==> config.mk <==
export PLATFORM = sky130hd
export DESIGN_NAME = sram_cluster_ctrl
export DESIGN_NICKNAME = d
export VERILOG_FILES = /design/src/rtl/sram_cluster_ctrl.sv
export SDC_FILE = /design/constraint.sdc
export NUM_CORES = 1
export LEC_CHECK = 0
export CAP_MARGIN = 20
export CORE_MARGIN = 3
export CORE_UTILIZATION = 43
export DETAILED_ROUTE_END_ITERATION = 16
export PLACE_DENSITY = 0.75
export SLEW_MARGIN = 15
export SYNTH_ARGS = -nofsm -noshare
export SYNTH_HDL_FRONTEND = slang
export SYNTH_SLANG_ARGS = --single-unit
==> constraint.sdc <==
create_clock -name clk -period 1.9 [get_ports clk]
set_input_delay 0.19 -clock clk [delete_from_list [all_inputs] [get_ports clk]]
set_output_delay 0.19 -clock clk [all_outputs]
set_load 0.03 [all_outputs]
==> src/rtl/sram_cluster_ctrl.sv <==
// ----------------------------------------------------------------------------
// sram_cluster_ctrl : request-side controller for a 4-bank (A..D) x8 SRAM cluster
// Rev 1.0
// ----------------------------------------------------------------------------
`default_nettype none

module sram_cluster_ctrl #(
  parameter int ADDR_W   = 8,
  parameter int READ_LAT = 1
) (
  input  logic              clk,
  input  logic              rst,
  input  logic              req_valid,
  output logic              req_ready,
  input  logic              req_we,
  input  logic [1:0]        req_mode,
  input  logic [ADDR_W+1:0] req_addr,
  input  logic [31:0]       req_wdata,
  output logic              csb_A,
  output logic              csb_B,
  output logic              csb_C,
  output logic              csb_D,
  output logic              web_A,
  output logic              web_B,
  output logic              web_C,
  output logic              web_D,
  output logic [ADDR_W-1:0] addr_sram,
  output logic [7:0]        din_A,
  output logic [7:0]        din_B,
  output logic [7:0]        din_C,
  output logic [7:0]        din_D,
  output logic              csb_out_A,
  output logic              csb_out_B,
  output logic              csb_out_C,
  output logic              csb_out_D,
  output logic              rd_valid,
  output logic              wr_ack,
  output logic              err
);

  localparam logic [2:0] LAT = 3'(READ_LAT);

  typedef enum logic [1:0] {
    IDLE  = 2'd0,
    ISSUE = 2'd1,
    WAIT  = 2'd2
  } state_t;

  state_t state, state_nxt;
  logic [2:0]        cnt, cnt_nxt;
  logic [3:0]        mask;
  logic              we_q, bad_q;
  logic [31:0]       lane_q;
  logic [ADDR_W-1:0] addr_q;

  logic        accept;
  logic [3:0]  mask_d;
  logic        bad_d;
  logic [31:0] lane_d;
  logic [31:0] lane_en;

  assign accept = req_valid & req_ready;

  // Lane mask {A,B,C,D} plus write data replicated so each lane sees its byte.
  always_comb begin
    mask_d = 4'b0000;
    bad_d  = 1'b0;
    lane_d = 32'd0;
    case (req_mode)
      2'd0: begin
        mask_d = 4'b1000 >> req_addr[1:0];
        lane_d = {4{req_wdata[7:0]}};
      end
      2'd1: begin
        lane_d = {2{req_wdata[15:0]}};
        if (req_addr[0]) bad_d = 1'b1;
        else             mask_d = req_addr[1] ? 4'b0011 : 4'b1100;
      end
      2'd2: begin
        lane_d = req_wdata;
        if (req_addr[1:0] != 2'b00) bad_d = 1'b1;
        else                        mask_d = 4'b1111;
      end
      default: bad_d = 1'b1;
    endcase
    if (bad_d) mask_d = 4'b0000;
  end

  assign lane_en = {{8{mask_d[3]}}, {8{mask_d[2]}}, {8{mask_d[1]}}, {8{mask_d[0]}}};

  always_ff @(posedge clk) begin
    if (rst) begin
      state  <= IDLE;
      cnt    <= 3'd0;
      mask   <= 4'b0000;
      we_q   <= 1'b0;
      bad_q  <= 1'b0;
      lane_q <= 32'd0;
      addr_q <= '0;
    end else begin
      state <= state_nxt;
      cnt   <= cnt_nxt;
      if (accept) begin
        mask   <= mask_d;
        we_q   <= req_we;
        bad_q  <= bad_d;
        lane_q <= lane_d & lane_en;
        addr_q <= req_addr[ADDR_W+1:2];
      end
    end
  end

  always_comb begin
    state_nxt = state;
    cnt_nxt   = cnt;
    case (state)
      IDLE: if (accept) state_nxt = ISSUE;
      ISSUE: begin
        if (!bad_q && !we_q) begin
          state_nxt = WAIT;
          cnt_nxt   = LAT;
        end else begin
          state_nxt = IDLE;
        end
      end
      WAIT: begin
        if (cnt <= 3'd1) begin
          state_nxt = IDLE;
          cnt_nxt   = 3'd0;
        end else begin
          cnt_nxt = cnt - 3'd1;
        end
      end
      default: begin
        state_nxt = IDLE;
        cnt_nxt   = 3'd0;
      end
    endcase
  end

  logic        in_issue;
  logic        last_wait;
  logic [3:0]  csb_v, web_v, csb_out_v;
  logic [31:0] din_v;

  assign in_issue  = (state == ISSUE);
  assign last_wait = (state == WAIT) && (cnt == 3'd1);

  // Bank strobes stay live during a reset cycle so a coinciding write still lands.
  assign csb_v     = in_issue ? ~mask : 4'b1111;
  assign web_v     = (in_issue && we_q) ? ~mask : 4'b1111;
  assign din_v     = in_issue ? lane_q : 32'd0;

  assign req_ready = (state == IDLE) && !rst;
  assign rd_valid  = last_wait && !rst;
  assign wr_ack    = in_issue && we_q && !bad_q && !rst;
  assign err       = in_issue && bad_q && !rst;
  assign csb_out_v = rd_valid ? mask : 4'b0000;

  assign addr_sram = addr_q;
  assign {csb_A, csb_B, csb_C, csb_D} = csb_v;
  assign {web_A, web_B, web_C, web_D} = web_v;
  assign {din_A, din_B, din_C, din_D} = din_v;
  assign {csb_out_A, csb_out_B, csb_out_C, csb_out_D} = csb_out_v;

endmodule

`default_nettype wire

==> results of run 1 <==
-- state kept, by name, indices dropped and copies added (netlist names) --
register / cells
lane_q: 32
addr_sram: 8
mask: 4
cnt: 3
state: 2
bad_q: 1
we_q: 1
-- critical path: stages, from the launching register on --
cell	delay, ps
dfxtp_1	370
inv_1	90
ha_1	260
and4bb_2	280
and2_1	170
buf_4	160
-- worst max-delay path by stage --
stage,startpoint,end
floorplan,state[1],wr_ack
global placement,req_mode[0],lane_q[11]
detailed placement,req_mode[0],lane_q[14]
CTS,state[1],din_A[5]
global route,state[1],din_B[7]
finish,state[0],csb_out_B
-- power by group through the flow --
| stage | registers, mW | logic (mW) | clock network (mW) |
|---|---|---|---|
| after floorplan | 1.20 | 0.308 | 0 |
| after global placement | 1.18 | 0.600 | 0 |
| after detailed placement | 1.18 | 0.609 | 0 |
| after CTS | 1.15 | 0.615 | 0.684 |
| after global routing | 1.16 | 0.670 | 0.741 |
| final | 1.15 | 0.619 | 0.675 |
-- stage by stage --
step / utilization (%) / worst slack, ps / hold slack [ps] / power [mW]
after global placement: 63.13 / 136.7 / 460.7 / 1.776
final: 64.66 / 65.07 / 391.4 / 2.446
after detailed placement: 63.13 / 76.47 / 462.5 / 1.785
after global routing: 64.66 / -48.37 / 390.0 / 2.572
after floorplan: - / 241.0 / 289.0 / 1.505
after CTS: 64.70 / 31.35 / 391.0 / 2.452
-- area by class of cell --
class,count,share of cell area (%)
clock inverter,3,0.7024
sequential,51,26.05
clock buffer,5,1.756
inverter,13,1.245
timing repair buffer,114,28.00
tap,75,2.395
multi-input combinational,226,39.85
-- logic make-up (layout without fill, tap and decap cells) --
group	count (synthesis)	in the layout	share of synthesized area (%)
xor+xnor	1	1	0.5935
mux	8	8	3.286
simple gates	132	132	30.58
flops	51	51	37.24
buf+inv	40	135	5.888
compound gates	79	79	19.67
fa+ha+maj	6	6	2.738
-- cell usage after synthesis (5+ instances only) --
master | n | area share [%]
a21oi_1 | 8 | 1.5
a22oi_1 | 24 | 6.6
and2_1 | 36 | 8.2
buf_2 | 6 | 1.1
clkbuf_1 | 20 | 2.7
dfxtp_1 | 51 | 37
ha_1 | 6 | 2.7
inv_1 | 12 | 1.6
mux2_2 | 8 | 3.3
nand2_1 | 26 | 3.6
nand3_1 | 5 | 0.91
nand3b_1 | 44 | 12
o21ai_0 | 18 | 3.3
o31ai_1 | 18 | 4.9
-- layer usage --
metal | vias up | wire [um] | GRT usage [%]
li1 | 1308 | - | -
met1 | 1245 | 3473 | 28.73
met5 | - | 0 | 0
met2 | 73 | 3822 | 35.81
met4 | 0 | 113 | 5.180
met3 | 11 | 402 | 4.611
==> results.md, run 1 <==
- Hold EP: addr_sram[4]
- Outcome: finished, final reports clean
- Startpoint Class: flop
- Sum of negative setup slack: 0 ps
- RePlAce Congestion: between 0.9 and 1
- Num rows: 28
- Die H: about 86 um
- Hold Crit Class: input port to flop
- Cell area after layout: roughly 0.0039 mm2
- I/O pin count: around 100
- Post-placement cell count: between 400 and 500
- Multi-input gate area: roughly 0.0016 mm2
- Seq/Total Area, Yosys: a little under two fifths
- DRC viols: 0
- CTS Root Cell: clkbuf_8
- Final setup vio count: 0
- Insertion delay to the later sink of the worst-skew pair: roughly 320 ps
- Crit path time final: around 1800 ps
- Critical Path Sink Type: primary output
- Ys async rst share: 0%
- Via count: between 2k and 3k
- Resized Gates After CTS: 12
- Antenna violations before repair: 0
- Antenna-violating nets left: 0
- IO buf count: approximately 100
- Top_reg_cell synth: dfxtp_1
- Starting Density: 45.23%
- First-pass GRT wire length: around 13000 um
- CTS tree: yes
- Drt first-iter violations: about 180
- GR Overflow Total: 0
- Clk slew on worst S/H paths: roughly 110 ps
- H-tree levels: 2
- Synthesis Warnings: 0
- Part of the power in registers: between 40% and 50%
- CTS Buf Count: 5
- Clock Skew: between 10 and 15 ps
- Pre-Repair DR Iteration Count: 4
- CTS Hold Bufs: 0
- Final cycle utilization of the critical path: between 90% and 100%
- Logic pwr share: ~25%
- Placed cell areas: 0.003826 mm2
- Final nets: between 400 and 500
- Synth Instances: 317
- P per Cell Area: roughly 620 mW/mm2
- Max_slew headroom: approximately three fifths
- Commonest non-fill, non-tap cell in the layout: clkdlybuf4s50_1
- Slew @ Worst Pin: between 500 and 600 ps
- Area of the die: ~0.0074 mm2
- FMAX: 545.0 MHz
- Finished Layout Cells: just under 500
- Unrepaired setup endpoints after global routing: true
- Reg area: between 0.001 and 0.0015 mm2
- Synth-to-Final Area Change: 42.95%
- Worst EP required: 1710 ps
- Min-Delay Path Depth: 3
- Sw Share: between 30% and 40%
- FF-to-FF setup slack: 220 ps
- Post-synth cell types: 36
- Clock Tree Buf Depth: 2
- Worst reg2reg endpoint: lane_q[12]
- Largest net degree at the start of global routing: 64
- R2R depth: 5
- CP max FO: 5
- Share of post-route cells with drive strength above 1: a little under a fifth
- Reg-to-Reg Start: state[0]
- Max Cap Viol: 0
- Lkg Pwr: approximately 1.5 nW
- Core ar.: ~0.0061 mm2
- Via-to-Cell Ratio: about 5.4
- Number of synthesized flops with an enable pin: 0
- WS Path Type: flop to primary output
- Seq cells post-synth: about 50
- Switch Pwr: 0.7696 mW
- Final-report hold violation count: 0
- Post-DR wirelength/cell: about 16 um
- Tot GR Track Use: 21.59%
- Mapped Avg Cell Area: 8.648 um2
- Post-DP HPWL: about 5700 um
- Vias in the first global route: roughly 2.6k
- Post-Syn Nets: ~370
- Final-report max-slew violation count: 0
- # Post-CTS Setup Buffers: 0
- Post-Syn Area: 0.002741 mm2
- Post-Route WL: about 7800 um
- Fillers: 549
- Clk pwr share: 27.6%
- DIE WIDTH: roughly 86 um
- Most frequent cells in the layout: clkdlybuf4s50_1, dfxtp_1, nand3b_1, buf_4, and2_1
- Min-delay src: req_addr[6]
- CTS sink count: slightly above 50
- # diodes: 0
- Critical Path AT: roughly 1600 ps
- P_int: about 1.7 mW
- Max VDD drop: between 0.4 and 0.5 mV
Power figures use the tool's default switching activity.
==> inputs of run 2 (changes only) <==
--- a/config.mk
+++ b/config.mk
@@ -7,9 +7,9 @@
 export LEC_CHECK = 0
 export CAP_MARGIN = 20
 export CORE_MARGIN = 3
-export CORE_UTILIZATION = 43
+export CORE_UTILIZATION = 40
 export DETAILED_ROUTE_END_ITERATION = 16
-export PLACE_DENSITY = 0.75
+export PLACE_DENSITY = 0.74
 export SLEW_MARGIN = 15
 export SYNTH_ARGS = -nofsm -noshare
 export SYNTH_HDL_FRONTEND = slang
==> constraint.sdc (replaced) <==
create_clock -name clk -period 1.5 [get_ports clk]
set_input_delay 0.15 -clock clk [delete_from_list [all_inputs] [get_ports clk]]
set_output_delay 0.15 -clock clk [all_outputs]
set_load 0.03 [all_outputs]
==> run 2 against run 1 <==
Sequential power increased by 27%. Final cell count increased by 5.1%. The run now ends with negative setup slack left. Critical path type unchanged. Combinational power rose by 51%. Global-route usage shrank 0.21 points.
==> results.md, run 2 (synthesis results as in run 1) <==
- Clock Skew: 8.825 ps (-2.255 ps)
- Synth-to-Final Area Change: 61.25%
- Clock Tree Buf Depth: 2 (unchanged)
- Antenna-violating nets left: 0 (unchanged)
- Pre-CTS setup slack: -211.5 ps (-288.0 ps)
- Final nets: 488 (+4.9%)
- Final-report max-slew violation count: 0 (unchanged)
- Die H: 88.79 um (+3.4%)
- DIE WIDTH: 88.79 um (+3.4%)
- Final hold slack: 377.5 ps (-13.96 ps)
- Critical Path AT: 1410 ps (-230 ps)
- FMAX: 642.7 MHz
- GR Overflow Total: 0 (unchanged)
- Met1 usage: 28.66% (-0.072 points)
- Utilization after layout: 68.06% (+3.4 points)
- Largest net degree at the start of global routing: 53 (-17%)
- Post-DP HPWL: 6076 um (+6.0%)
- Pre-Repair DR Iteration Count: 4 (unchanged)
- Outcome: finished with violations
- CP max FO: 25 (+20)
- Num rows: 29 (+3.6%)
- WS Path Type: flop to primary output
- DRC viols: 0 (unchanged)
- Hold Crit Class: input port to flop
- Max_slew headroom: 69.60% (+8.2 points)
- Max Cap Viol: 0 (unchanged)
- Via count: 2770 (+5.0%)
- Slew @ Worst Pin: 456.0 ps (-119.1 ps)
- Antenna violations before repair: 0 (unchanged)
- Unrepaired setup endpoints after global routing: true
- Share of post-route cells with drive strength above 1: 35.63% (+17 points)
- Final-report hold violation count: 0 (unchanged)
- Worst EP required: 1350 ps (-360 ps)
- Final setup vio count: 43 (+43)
- CTS Buf Count: 5 (unchanged)
- Commonest non-fill, non-tap cell in the layout: dfxtp_1
- I/O pin count: 104 (unchanged)
- IO buf count: 103 (unchanged)
- Lkg Pwr: 1.865 nW (+20%)
- Final cycle utilization of the critical path: 103.7%
- H-tree levels: 2 (unchanged)
- Post-Route WL: 8514 um (+9.0%)
- Clk slew on worst S/H paths: 90 ps (-20 ps)
- Area of the die: 0.007883 mm2 (+7.0%)
- Most frequent cells in the layout: dfxtp_1, clkdlybuf4s50_1, nand3b_1, buf_6, and2_4
- Critical Path Sink Type: primary output
- Met2 Use GR: 35.70% (-0.11 points)
- Met3 usage: 2.607% (-2.0 points)
- Insertion delay to the later sink of the worst-skew pair: 300 ps (-20 ps)
- Max reg flops: 32 (unchanged)
- Failing checks: negative setup slack
- Core ar.: 0.006495 mm2 (+7.2%)
- CTS tree: yes
- CTS Root Cell: clkbuf_8
- RePlAce Congestion: 0.8586 (-6.8%)
- Vias in the first global route: 2631 (+2.5%)
- Final worst setup slack: -55.92 ps (-121.0 ps)
- Drt first-iter violations: 94 (-48%)
- Max VDD drop: 0.3225 mV (-27%)
- Reg with most FFs: lane_q
- Via-to-Cell Ratio: 5.410 (about the same)
- CTS sink count: 51 (unchanged)
- Post-DR wirelength/cell: 16.63 um (+3.7%)
- Starting Density: 42.21% (-3.0 points)
- Startpoint Class: flop
- Crit path time final: ~1600 ps
- P per Cell Area: 715.7 mW/mm2 (+15%)
- GR peak layer: met2
- # diodes: 0 (unchanged)
- Tot GR Track Use: 21.38% (-0.21 points)
- First-pass GRT wire length: 13190 um (+2.7%)
-- run 2: what timing repair did --
action | CTS | global route
pin swaps | 7 | 6
resized for setup | 95 | 22
gates cloned | 0 | 0
hold buffers | 0 | 0
buffers inserted | 4 | 1
setup endpoints to repair | 75 | 81
-- run 2: worst paths after layout --
path | startpoint | endpoint | slack [ps] | cells after the start
worst max register to register | state[0] | cnt[2] | -50 | 5
worst min-delay path | req_addr[2] | addr_sram[0] | 380 | 3
worst min register to register | addr_sram[3] | addr_sram[3] | 480 | 2
worst max-delay path | state[0] | din_C[7] | -60 | 5
-- run 2: per-layer routing --
metal,routed length [um],vias up
met4,91,0
met2,4258,93
met3,469,7
met1,3696,1314
li1,-,1356
met5,0,-
-- run 2: through the flow --
stage                     setup TNS [ps]  instances  total power, mW  area, um2
after CTS                          -1946        511            3.155       4350
after floorplan                        0        317            1.909       2748
after global placement             -3858        499            2.290       3946
final                              -1443        512            3.164       4420
after global routing               -3688        512            3.324       4420
after detailed placement           -6006        499            2.302       3946
-- run 2: area by class of cell --
class / count / area [um2]
Clock inverter: 2 / 12.51
Clock buffer: 6 / 72.57
Fill cell: 503 / 2074
Multi-Input combinational cell: 226 / 1715
Sequential cell: 51 / 1027
Inverter: 13 / 56.30
Timing Repair Buffer: 137 / 1440
Tap cell: 77 / 96.34
-- run 2: worst max-delay path, stage by stage, from the launching register on --
cell,delay (ps)
dfxtp_2,370
buf_6,110
ha_4,170
buf_12,180
and2_4,160
buf_6,120
-- run 2: where the power goes --
group	leakage [nW]	switching [mW]	internal, mW
registers	0.416	0.0457	1.42
logic	1.41	0.479	0.455
clock network	0.0412	0.440	0.327
==> inputs of run 3 (changes only) <==
--- a/config.mk
+++ b/config.mk
@@ -9,7 +9,8 @@
 export CORE_MARGIN = 3
 export CORE_UTILIZATION = 40
 export DETAILED_ROUTE_END_ITERATION = 16
-export PLACE_DENSITY = 0.74
+export PLACE_DENSITY = 0.78
+export SETUP_SLACK_MARGIN = 0.05
 export SLEW_MARGIN = 15
 export SYNTH_ARGS = -nofsm -noshare
 export SYNTH_HDL_FRONTEND = slang
==> run 3 against run 2 <==
The run still ends with negative setup slack left. Die area did not move. Non-clock buffer count fell by 6. Total power rose by 6.2%. Register-to-register slack barely moved. Critical path type unchanged. Critical endpoint is now csb_out_C.
==> results.md, run 3 (synthesis results as in run 1) <==
- Outcome: finished with violations
- Failing checks: negative setup slack
- CP cell instances: inv_4 -> ha_4 -> and4bb_2 -> and2_4 -> buf_6
- Overall Power: 3.359 mW (+6.2%)
- Top layer in use: met4
- Slew @ Worst Pin: 488.8 ps (+32.83 ps)
- Clock Tree Buf Depth: 2 (unchanged)
- GR Overflow Total: 0 (unchanged)
- Largest net degree at the start of global routing: 64 (+21%)
- Antenna-violating nets left: 0 (unchanged)
- Num rows: 29 (unchanged)
- Reg-to-Reg Start: state[0]
- Lkg Pwr: 1.776 nW (-4.8%)
- Via-to-Cell Ratio: 5.415 (about the same)
- FF-to-FF setup slack: -50 ps (about the same)
- CP max-delay cell: dfxtp_4
- Hold EP: we_q
- Die H: 88.79 um (unchanged)
- Commonest non-fill, non-tap cell in the layout: dfxtp_1
- Hold Crit Class: input port to flop
- DRC viols: 0 (unchanged)
- Vias in the first global route: 2650 (+0.72%)
- Via count: 2740 (-1.1%)
- Tot GR Track Use: 20.65% (-0.73 points)
- Final nets: 482 (-1.2%)
- Area of the die: 0.007883 mm2 (unchanged)
- Critical Path Max Stage Delay: 370 ps (about the same)
- Final cycle utilization of the critical path: 109.8% (+6.1 points)
- Post-Route WL: 8602 um (+1.0%)
- Post-DR wirelength/cell: 17.00 um (+2.2%)
- Final-report max-slew violation count: 0 (unchanged)
- CTS Buf Count: 5 (unchanged)
- WS Path Type: flop to primary output
- Final setup vio count: 51 (+19%)
- CP max FO: 5 (-80%)
- Reg with most FFs: lane_q
- RePlAce Congestion: 0.7958 (-7.3%)
- Pre-CTS setup slack: -205.7 ps (+5.816 ps)
- H-tree levels: 2 (unchanged)
- DR WL met2: 4376 um (+2.8%)
- Crit path time final: 1648 ps (+91.79 ps)
- Insertion delay to the later sink of the worst-skew pair: 320 ps (+20 ps)
- # diodes: 0 (unchanged)
- CTS Root Cell: clkbuf_8
- R2R depth: 5 (unchanged)
- IO buf count: 103 (unchanged)
- FMAX: 606.9 MHz (-5.6%)
- Most frequent cells in the layout: dfxtp_1, clkdlybuf4s50_1, buf_6, nand3b_1, and2_4
- Min-Delay Path Depth: 3 (unchanged)
- Drt first-iter violations: 166 (+77%)
- Min-delay src: req_we
- Share of post-route cells with drive strength above 1: 34.03% (-1.6 points)
- Starting Density: 42.21% (unchanged)
- Post-DP HPWL: 5691 um (-6.3%)
- Max VDD drop: 0.4722 mV (+46%)
- Worst EP required: 1350 ps (about the same)
- Clk slew on worst S/H paths: 90 ps (about the same)
- DIE WIDTH: 88.79 um (unchanged)
- CTS tree: yes
- CTS sink count: 51 (unchanged)
- WP buf/inv: 2 (-1)
- Unrepaired setup endpoints after global routing: true
- I/O pin count: 104 (unchanged)
- WL met1: 3663 um (-0.89%)
- Max Cap Viol: 0 (unchanged)
- Synth-to-Final Area Change: 59.29%
- P per Cell Area: 769.1 mW/mm2 (+7.5%)
- Worst reg2reg endpoint: cnt[2]
- Final worst setup slack: -147.7 ps (-91.79 ps)
- Critical Path Sink Type: primary output
- Antenna violations before repair: 0 (unchanged)
- Final-report hold violation count: 0 (unchanged)
- CP top delay family: simple AND/OR/NAND/NOR gates
- Critical Path AT: 1500 ps (+90 ps)
- Pre-Repair DR Iteration Count: 5 (+1)
- Met3 WL: 461 um (-1.7%)
- Max reg flops: 32 (unchanged)
- Startpoint Class: flop
- Core ar.: 0.006495 mm2 (unchanged)
- Clock Skew: 7.028 ps (-1.797 ps)
- First-pass GRT wire length: 12840 um (-2.7%)
- Max_slew headroom: 67.41% (-2.2 points)
run 3: cell count changes in the layout (fill, tap and decap cells not counted), moves of 2 or more:
cell,change
dlygate4sd2_1,+6
dlymetal6s2s_1,-6
buf_4,-10
nand3_1,-2
and2_4,-4
nand3_2,+2
and2_1,+4
o21ai_0,+3
o21ai_1,-3
buf_6,+4
run 3: per-stage QoR:
stage	hold slack [ps]	setup TNS, ps	instance area, um2	std cells	util, %
after floorplan	249.0	0	2758	317	-
after global placement	459.3	-3599	3892	493	59.93
after detailed placement	465.7	-4476	3892	493	59.93
after CTS	361.9	-3316	4275	503	65.83
after global routing	379.3	-6573	4367	506	67.23
final	367.1	-4381	4367	506	67.23
run 3: routing by layer:
| metal | track usage [%] | vias to the layer above |
|---|---|---|
| met5 | 0 | - |
| met4 | 6.319 | 0 |
| met3 | 2.514 | 8 |
| met2 | 34.82 | 93 |
| met1 | 27.51 | 1292 |
| li1 | - | 1347 |
run 3: worst min-delay path, delay by kind of cell:
kind                   cells  cell delay, ps
buffers and inverters      1             400
AND/OR/NAND/NOR            2              90
run 3: layout make-up:
class                   count  area, um2
multi-input cells         226       1694
fillers                   521       2128
flip-flops and latches     51       1030
clock inverters             3      43.79
repair buffers            131       1383
well taps                  77      96.34
clock buffers               5      68.82
inverters                  13      51.30
run 3: report_power, final:
| part | internal (mW) | switching, mW | total, mW | leakage [nW] |
|---|---|---|---|---|
| logic | 0.444 | 0.488 | 0.931 | 1.30 |
| registers | 1.42 | 0.0424 | 1.46 | 0.416 |
| clock network | 0.497 | 0.471 | 0.968 | 0.0581 |
| total | 2.36 | 1.00 | 3.36 | 1.78 |
run 3: how the worst max path moves through the flow:
stage / from / end / cells past startpoint
5_1_grt: state[0] / csb_out_C / 5
2_1_floorplan: state[1] / cnt[0] / 6
3_5_place_dp: req_mode[0] / lane_q[16] / 6
6_report: state[0] / csb_out_C / 5
4_1_cts: state[0] / csb_out_B / 5
3_3_place_gp: req_mode[0] / lane_q[11] / 5
run 3: repair_timing:
item	in CTS	in global routing
endpoints found under the hold margin	0	0
gates resized for setup	90	21
cloned	0	2
setup endpoints to repair	98	86
pin swaps	4	6
hold buffers	0	0
setup buffers	2	1
